[config.mk]
export PLATFORM = sky130hd
export DESIGN_NAME = mem_ctrl_flat
export DESIGN_NICKNAME = d
export VERILOG_FILES = /design/src/rtl/mem_ctrl_if.sv /design/src/rtl/mem_ctrl.sv /design/src/flat_wrapper.sv
export SDC_FILE = /design/constraint.sdc
export NUM_CORES = 1
export LEC_CHECK = 0
export CORE_MARGIN = 2
export CORE_UTILIZATION = 38
export DETAILED_ROUTE_END_ITERATION = 10
export GPL_TIMING_DRIVEN = 0
export PLACE_DENSITY = 0.74
export SETUP_SLACK_MARGIN = 0.5
export SKIP_LAST_GASP = 1
export SLEW_MARGIN = 40
export SYNTH_ARGS = -nofsm -noshare
export SYNTH_HDL_FRONTEND = slang
export SYNTH_SLANG_ARGS = --single-unit
export TNS_END_PERCENT = 50
[constraint.sdc]
create_clock -name clock -period 2.1 [get_ports clock]
set_clock_uncertainty 0.15 [all_clocks]
set_input_delay 0.315 -clock clock [delete_from_list [all_inputs] [get_ports clock]]
set_output_delay 0.315 -clock clock [all_outputs]
set_load 0.02 [all_outputs]
[src/rtl/mem_ctrl_if.sv]
// Processor-side request/response channel of mem_ctrl.
// master = processor (request source, response sink); slave = mem_ctrl.
interface mem_ctrl_if;
  logic        req_valid;
  logic        req_ready;
  logic        req_wr;
  logic [1:0]  req_size;
  logic        req_signed;
  logic [9:0]  req_addr;
  logic [31:0] req_wdata;
  logic        resp_valid;
  logic        resp_ready;
  logic [31:0] resp_rdata;
  logic        resp_err;

  modport master (
    output req_valid, req_wr, req_size, req_signed, req_addr, req_wdata, resp_ready,
    input  req_ready, resp_valid, resp_rdata, resp_err
  );

  modport slave (
    input  req_valid, req_wr, req_size, req_signed, req_addr, req_wdata, resp_ready,
    output req_ready, resp_valid, resp_rdata, resp_err
  );
endinterface

[src/rtl/mem_ctrl.sv]
// Load/store controller in front of a 256 x 32 single-port RAM with registered read.
// Build option MEMCTL_RMW_EN adds read-modify-write for byte/half stores; otherwise they error.
module mem_ctrl (
  input  logic        clock,
  input  logic        reset,
  mem_ctrl_if.slave   bus,
  output logic [8:0]  addr,
  output logic        wr,
  output logic [31:0] wdata,
  output logic        rd,
  input  logic [31:0] rdata
);

  localparam int unsigned DATA_W = 32;
  localparam int unsigned WIDX_W = 8;
  localparam int unsigned ADDR_W = 9;

  localparam logic [1:0] SZ_BYTE = 2'b00;
  localparam logic [1:0] SZ_HALF = 2'b01;
  localparam logic [1:0] SZ_WORD = 2'b10;
  localparam logic [1:0] SZ_ILL  = 2'b11;

  typedef enum logic [2:0] {
    IDLE,
    LD_ISSUE,
    LD_CAPT,
    ST_ISSUE,
    RESP
`ifdef MEMCTL_RMW_EN
    ,
    RMW_RD,
    RMW_CAPT,
    RMW_WR
`endif
  } state_t;

  state_t              state_q, state_d;
  logic [1:0]          size_q, size_d;
  logic                sgn_q, sgn_d;
  logic [1:0]          lane_q, lane_d;
`ifdef MEMCTL_RMW_EN
  logic [WIDX_W-1:0]   word_q, word_d;
  logic [DATA_W-1:0]   st_data_q, st_data_d;
`endif

  logic [ADDR_W-1:0]   addr_q, addr_d;
  logic                wr_q, wr_d;
  logic [DATA_W-1:0]   wdata_q, wdata_d;
  logic                rd_q, rd_d;
  logic                resp_valid_q, resp_valid_d;
  logic [DATA_W-1:0]   resp_rdata_q, resp_rdata_d;
  logic                resp_err_q, resp_err_d;

  logic                req_err_c;
  logic [ADDR_W-1:0]   req_ram_addr_c;

  // Pick the addressed lane out of a RAM word and extend it to 32 bits.
  function automatic logic [DATA_W-1:0] load_extract(
    input logic [DATA_W-1:0] word,
    input logic [1:0]        size,
    input logic              sgn,
    input logic [1:0]        lane
  );
    logic [7:0]        b;
    logic [15:0]       h;
    logic [DATA_W-1:0] res;
    b = word[{lane, 3'b000} +: 8];
    h = lane[1] ? word[31:16] : word[15:0];
    case (size)
      SZ_BYTE: res = sgn ? {{24{b[7]}}, b} : {24'h0, b};
      SZ_HALF: res = sgn ? {{16{h[15]}}, h} : {16'h0, h};
      default: res = word;
    endcase
    load_extract = res;
  endfunction

`ifdef MEMCTL_RMW_EN
  // Overwrite the addressed byte/half lane of the old word with the store data.
  function automatic logic [DATA_W-1:0] merge_lane(
    input logic [DATA_W-1:0] word,
    input logic [1:0]        size,
    input logic [1:0]        lane,
    input logic [DATA_W-1:0] data
  );
    logic [DATA_W-1:0] res;
    res = word;
    if (size == SZ_BYTE) res[{lane, 3'b000} +: 8] = data[7:0];
    else                 res[{lane[1], 4'b0000} +: 16] = data[15:0];
    merge_lane = res;
  endfunction
`endif

  // Misaligned/illegal requests are rejected without touching the RAM.
  always_comb begin
    req_err_c = (bus.req_size == SZ_ILL) ||
                ((bus.req_size == SZ_HALF) && bus.req_addr[0]) ||
                ((bus.req_size == SZ_WORD) && (bus.req_addr[1:0] != 2'b00));
`ifndef MEMCTL_RMW_EN
    if (bus.req_wr && (bus.req_size != SZ_WORD)) req_err_c = 1'b1;
`endif
    req_ram_addr_c = {1'b0, bus.req_addr[9:2]};
  end

  assign bus.req_ready  = (state_q == IDLE) && !reset;
  assign bus.resp_valid = resp_valid_q;
  assign bus.resp_rdata = resp_rdata_q;
  assign bus.resp_err   = resp_err_q;
  assign addr           = addr_q;
  assign wr             = wr_q;
  assign wdata          = wdata_q;
  assign rd             = rd_q;

  always_ff @(posedge clock) begin
    if (reset) begin
      state_q      <= IDLE;
      size_q       <= 2'b00;
      sgn_q        <= 1'b0;
      lane_q       <= 2'b00;
`ifdef MEMCTL_RMW_EN
      word_q       <= '0;
      st_data_q    <= '0;
`endif
      addr_q       <= '0;
      wr_q         <= 1'b0;
      wdata_q      <= '0;
      rd_q         <= 1'b0;
      resp_valid_q <= 1'b0;
      resp_rdata_q <= '0;
      resp_err_q   <= 1'b0;
    end else begin
      state_q      <= state_d;
      size_q       <= size_d;
      sgn_q        <= sgn_d;
      lane_q       <= lane_d;
`ifdef MEMCTL_RMW_EN
      word_q       <= word_d;
      st_data_q    <= st_data_d;
`endif
      addr_q       <= addr_d;
      wr_q         <= wr_d;
      wdata_q      <= wdata_d;
      rd_q         <= rd_d;
      resp_valid_q <= resp_valid_d;
      resp_rdata_q <= resp_rdata_d;
      resp_err_q   <= resp_err_d;
    end
  end

  // RAM strobes default low with address/data zeroed; each state raises them for one cycle.
  always_comb begin
    state_d      = state_q;
    size_d       = size_q;
    sgn_d        = sgn_q;
    lane_d       = lane_q;
`ifdef MEMCTL_RMW_EN
    word_d       = word_q;
    st_data_d    = st_data_q;
`endif
    addr_d       = '0;
    wr_d         = 1'b0;
    wdata_d      = '0;
    rd_d         = 1'b0;
    resp_valid_d = resp_valid_q;
    resp_rdata_d = resp_rdata_q;
    resp_err_d   = resp_err_q;

    case (state_q)
      IDLE: begin
        if (bus.req_valid) begin
          size_d = bus.req_size;
          sgn_d  = bus.req_signed;
          lane_d = bus.req_addr[1:0];
`ifdef MEMCTL_RMW_EN
          word_d    = bus.req_addr[9:2];
          st_data_d = bus.req_wdata;
`endif
          if (req_err_c) begin
            resp_err_d   = 1'b1;
            resp_rdata_d = '0;
            state_d      = RESP;
          end else if (!bus.req_wr) begin
            rd_d    = 1'b1;
            addr_d  = req_ram_addr_c;
            state_d = LD_ISSUE;
          end else if (bus.req_size == SZ_WORD) begin
            wr_d    = 1'b1;
            addr_d  = req_ram_addr_c;
            wdata_d = bus.req_wdata;
            state_d = ST_ISSUE;
          end
`ifdef MEMCTL_RMW_EN
          else begin
            rd_d    = 1'b1;
            addr_d  = req_ram_addr_c;
            state_d = RMW_RD;
          end
`endif
        end
      end

      LD_ISSUE: state_d = LD_CAPT;

      LD_CAPT: begin
        resp_rdata_d = load_extract(rdata, size_q, sgn_q, lane_q);
        resp_err_d   = 1'b0;
        resp_valid_d = 1'b1;
        state_d      = RESP;
      end

      ST_ISSUE: begin
        resp_rdata_d = '0;
        resp_err_d   = 1'b0;
        resp_valid_d = 1'b1;
        state_d      = RESP;
      end

`ifdef MEMCTL_RMW_EN
      RMW_RD: state_d = RMW_CAPT;

      RMW_CAPT: begin
        wr_d    = 1'b1;
        addr_d  = {1'b0, word_q};
        wdata_d = merge_lane(rdata, size_q, lane_q, st_data_q);
        state_d = RMW_WR;
      end

      RMW_WR: begin
        resp_rdata_d = '0;
        resp_err_d   = 1'b0;
        resp_valid_d = 1'b1;
        state_d      = RESP;
      end
`endif

      RESP: begin
        // Error requests enter RESP with resp_valid still low, giving them one cycle of latency.
        if (!resp_valid_q) begin
          resp_valid_d = 1'b1;
        end else if (bus.resp_ready) begin
          resp_valid_d = 1'b0;
          resp_rdata_d = '0;
          resp_err_d   = 1'b0;
          state_d      = IDLE;
        end
      end

      default: state_d = IDLE;
    endcase
  end

  a_rd_wr_excl: assert property (@(posedge clock) disable iff (reset) !(rd && wr));
  a_idle_zero:  assert property (@(posedge clock) disable iff (reset)
                                 (!rd && !wr) |-> (addr == '0 && wdata == '0));
  a_rd_pulse:   assert property (@(posedge clock) disable iff (reset) rd |=> !rd);
  a_wr_pulse:   assert property (@(posedge clock) disable iff (reset) wr |=> !wr);

endmodule

[src/flat_wrapper.sv]
// flat-port wrapper written by rule: the top's interface ports become plain ports
module mem_ctrl_flat 
  (clock, reset, addr, wr, wdata, rd, rdata, bus_req_valid, bus_req_wr, bus_req_size, bus_req_signed, bus_req_addr, bus_req_wdata, bus_resp_ready, bus_req_ready, bus_resp_valid, bus_resp_rdata, bus_resp_err);
  mem_ctrl_if bus_i ();
  input  logic clock;
  input  logic reset;
  output logic [8:0] addr;
  output logic wr;
  output logic [31:0] wdata;
  output logic rd;
  input  logic [31:0] rdata;
  input wire logic [$bits(bus_i.req_valid)-1:0] bus_req_valid;
  input wire logic [$bits(bus_i.req_wr)-1:0] bus_req_wr;
  input wire logic [$bits(bus_i.req_size)-1:0] bus_req_size;
  input wire logic [$bits(bus_i.req_signed)-1:0] bus_req_signed;
  input wire logic [$bits(bus_i.req_addr)-1:0] bus_req_addr;
  input wire logic [$bits(bus_i.req_wdata)-1:0] bus_req_wdata;
  input wire logic [$bits(bus_i.resp_ready)-1:0] bus_resp_ready;
  output wire logic [$bits(bus_i.req_ready)-1:0] bus_req_ready;
  output wire logic [$bits(bus_i.resp_valid)-1:0] bus_resp_valid;
  output wire logic [$bits(bus_i.resp_rdata)-1:0] bus_resp_rdata;
  output wire logic [$bits(bus_i.resp_err)-1:0] bus_resp_err;
  assign bus_i.req_valid = bus_req_valid;
  assign bus_i.req_wr = bus_req_wr;
  assign bus_i.req_size = bus_req_size;
  assign bus_i.req_signed = bus_req_signed;
  assign bus_i.req_addr = bus_req_addr;
  assign bus_i.req_wdata = bus_req_wdata;
  assign bus_i.resp_ready = bus_resp_ready;
  assign bus_req_ready = bus_i.req_ready;
  assign bus_resp_valid = bus_i.resp_valid;
  assign bus_resp_rdata = bus_i.resp_rdata;
  assign bus_resp_err = bus_i.resp_err;
  mem_ctrl u_core (.clock(clock), .reset(reset), .bus(bus_i), .addr(addr), .wr(wr), .wdata(wdata), .rd(rd), .rdata(rdata));
endmodule
==> run_results.csv <==
group,metric,value,unit
status,status,"complete, no violations",
clocking,clk_pin_slew,100,ps
worst_hold_path,hold_depth,2,
worst_setup_path,reg2reg_to,"u_core.bus.resp_rdata[5]$_SDFFE_PP0P_",
synth,syn_avg_cell_area,10.6,µm²
synth,synth-edff-count,0,
synth,synthesis.instances,330,
power_and_ir_drop,internal_power,2.72,mW
power_and_ir_drop,p_leak,2.37,nW
clocking,cts-root-buf,"clkbuf_8",
timing,setup_viol_count_final,0,
timing,slew_headroom,49.6,%
job,cap_violations,0,
worst_setup_path,path_class,"reg2reg",
grt,grt_pass1_wl,16.0,mm
synth,syn-num-nets,412,
layout,final_common_cell,"clkdlybuf4s50_1",
grt,antenna_found_initial,0,
worst_hold_path,whs_endpoint,"u_core.state_q[0]$_SDFFE_PP0P_",
power_and_ir_drop,ir_worst_vdd,0.381,mV
timing,timing.fmax,0.526,GHz
worst_hold_path,hold_start,"reset",
clocking,clk_path_buf_depth,2,
worst_setup_path,cp_max_fo,7,
layout,n_antenna_cell,0,
power_and_ir_drop,power,3.72,mW
worst_setup_path,cpMostUsedCell,"buf_6",
power_and_ir_drop,switching_power,0.996,mW
place,gp_congestion,0.902,
timing,period_share,90.6,%
floorplan,dieArea,9990,µm²
power_and_ir_drop,seqPwrFrac,44.1,%
clocking,numCtsBuffers,9,
timing,whs,244,ps
worst_setup_path,start_kind,"flip-flop",
synth,ys_async_sr_fraction,0,%
clocking,clk_latency,350,ps
worst_setup_path,critPathRequiredTime,2220,ps
synth,yosysWarnings,0,
layout,final_cell_mix,"118 x clkdlybuf4s50_1, 81 x dfxtp_1, 37 x dlygate4sd2_1, 36 x and2_1, 34 x inv_1",
place,dpl_cell_area,5220,µm²
floorplan,io_pins,160,
worst_setup_path,critical_path.cell_chain,"buf_6 > or3_4 > buf_6 > a2bb2oi_4 > buf_6 > buf_8 > o32ai_2",
worst_setup_path,r2r-start,"u_core.state_q[1]$_SDFFE_PP0P_",
timing,setup_tns,0,ps
detailed_routing,via_per_inst,4.98,
place,port_buffers,157,
timing,finalCriticalPeriod,1900,ps
worst_setup_path,r2r_slack,200,ps
layout,syn_to_final_growth,68.7,%
timing,finalHoldViolCount,0,
detailed_routing,drtPass1Iterations,5,
worst_setup_path,cp_top_family,"buffers and inverters",
worst_setup_path,end_kind,"flip-flop",
timing,setup_ws,198,ps
detailed_routing,drtAntennaViolNets,0,
grt,track_usage,20.5,%
clocking,cts_tree,"done",
floorplan,core,9060,µm²
grt,grt_max_degree,17,
layout,drive_gt1_share,23.6,%
timing,finalMaxSlewViolations,0,
synth,synth-seq-area-share,48.1,%
synth,ys.flop_type,"dfxtp_1",
detailed_routing,drc,0,
floorplan,rows,35,
place,dp.final_hpwl,7.65,mm
detailed_routing,avgRoutedWirePerCell,16.6,µm
clocking,cts.sinks,84,
floorplan,die_w,100,µm
worst_setup_path,crit_buf_inv,4,
layout,design_area,5900,µm²
power_and_ir_drop,powerDensity,630,nW/µm²
grt,gr-total-overflow,0,
synth,synth_area,3500,µm²
synth,synth-seq-cells,84,
timing,tightest_slew,755,ps
synth,ys_types,45,
worst_setup_path,cp_slowest_stage_delay,400,ps
detailed_routing,vias,3210,
clocking,h-tree-depth,3,
floorplan,die_h,100,µm
floorplan,initial_core_util,38.6,%
power_and_ir_drop,switching_share,26.8,%
layout,nets,610,
worst_setup_path,ff2ff_path_depth,7,
worst_setup_path,worst_path_max_delay_cell,"or3_4",
worst_hold_path,hold_class,"in2reg",
detailed_routing,routed_wl,10.7,mm
detailed_routing,drtIter0Drc,160,
power_and_ir_drop,pwr-share-comb,19.9,%
grt,grt_pass1_vias,3204,
power_and_ir_drop,clockPowerShare,36.0,%
worst_setup_path,crit_arrival,2020,ps
timing,rsz0062_at_grt,"yes",
place,dp_slack,-187,ps
per-stage QoR:
stage	instances	util (%)
final	644	65.1
after detailed placement	598	57.6
after CTS	625	62.0
after floorplan	330	-
after global routing	644	65.1
after global placement	598	57.6
worst max path at each step:
stage	depth (start not counted)	slack, ps	start	endpoint
finish	7	200	u_core.state_q[1]$_SDFFE_PP0P_	u_core.bus.resp_rdata[5]$_SDFFE_PP0P_
global placement	6	-160	bus_req_size[1]	u_core.bus.resp_rdata[1]$_SDFFE_PP0P_
CTS	4	180	u_core.state_q[1]$_SDFFE_PP0P_	bus_req_ready
global route	5	140	u_core.size_q[0]$_SDFFE_PP0N_	u_core.bus.resp_rdata[0]$_SDFFE_PP0P_
detailed placement	6	-190	bus_req_size[1]	u_core.bus.resp_rdata[1]$_SDFFE_PP0P_
floorplan	4	510	u_core.lane_q[1]$_SDFFE_PP0N_	u_core.bus.resp_rdata[8]$_SDFFE_PP0P_
worst reg2reg max path, cell delays in order, from the launching register on:
cell       delay [ps]
dfxtp_2           320
buf_6             110
or3_4             400
buf_6             130
a2bb2oi_4         200
buf_6             140
buf_8             130
o32ai_2           220
synthesized netlist by cell type (all sizes together), types with 2 or more instances:
library cell | instances | share of area (%)
dfxtp | 84 | 48
and2 | 41 | 7.3
inv | 34 | 3.6
o32ai | 24 | 11
a21oi | 20 | 2.9
buf | 15 | 3.1
clkbuf | 10 | 1.1
nand2 | 10 | 1.1
nor2 | 10 | 1.3
mux2 | 9 | 2.9
o21ai | 9 | 1.3
a221o | 8 | 2.3
a222oi | 8 | 2.3
nand2b | 8 | 1.4
mux2i | 6 | 1.7
nor3b | 5 | 1.4
nor2b | 3 | 0.54
nor3 | 3 | 0.89
a21o | 2 | 0.46
a31oi | 2 | 0.79
nand3 | 2 | 0.29
nand3b | 2 | 0.43
nor4 | 2 | 0.36
final cells by class:
cell class / instances / area [µm²]
plain buffers: 25 / 195
clock buffers: 9 / 124
clock inverters: 7 / 105
fillers: 727 / 3160
inverters: 34 / 128
multi-input cells: 188 / 1670
flip-flops and latches: 84 / 1690
well taps: 111 / 139
repair buffers: 186 / 1860
cells by family (layout without fill, tap and decap cells):
family / after synthesis / in the layout / synth area share, %
mux: 16 / 16 / 5.26
simple gates: 92 / 93 / 16.6
other cells: 1 / 1 / 0.107
buf+inv: 59 / 261 / 7.87
flops: 84 / 84 / 48.1
compound gates: 78 / 78 / 22.2
state kept, by name (all words and copies together) (netlist names), 2 cells and up:
name,count
u_core.addr,8
u_core.bus.resp_rdata,32
u_core.lane_q,2
u_core.size_q,2
u_core.state_q,3
u_core.wdata,32
power groups by stage:
stage	logic, mW	registers, mW	clock network [mW]
3_5_place_dp	0.573	1.68	0
5_1_grt	0.782	1.64	1.43
6_report	0.742	1.64	1.34
2_1_floorplan	0.296	1.69	0
4_1_cts	0.666	1.64	1.35
3_3_place_gp	0.563	1.67	0
layer usage:
metal,up-vias,wire length [µm],track usage (%)
li1,1559,-,-
met1,1524,4290,23.8
met2,112,5550,36.3
met3,15,722,6.27
met4,0,152,6.01
met5,-,0,0
timing repair:
| action | in CTS | in global routing |
|---|---|---|
| pin swaps | 4 | 17 |
| hold buffers | 0 | 0 |
| setup buffers | 9 | 15 |
| cloned | 2 | 4 |
| endpoints found under the hold margin | 0 | 0 |
| endpoints found under the setup margin | 148 | 122 |
| gates resized for setup | 67 | 35 |
Note: power is estimated with default switching activity, not from simulation.
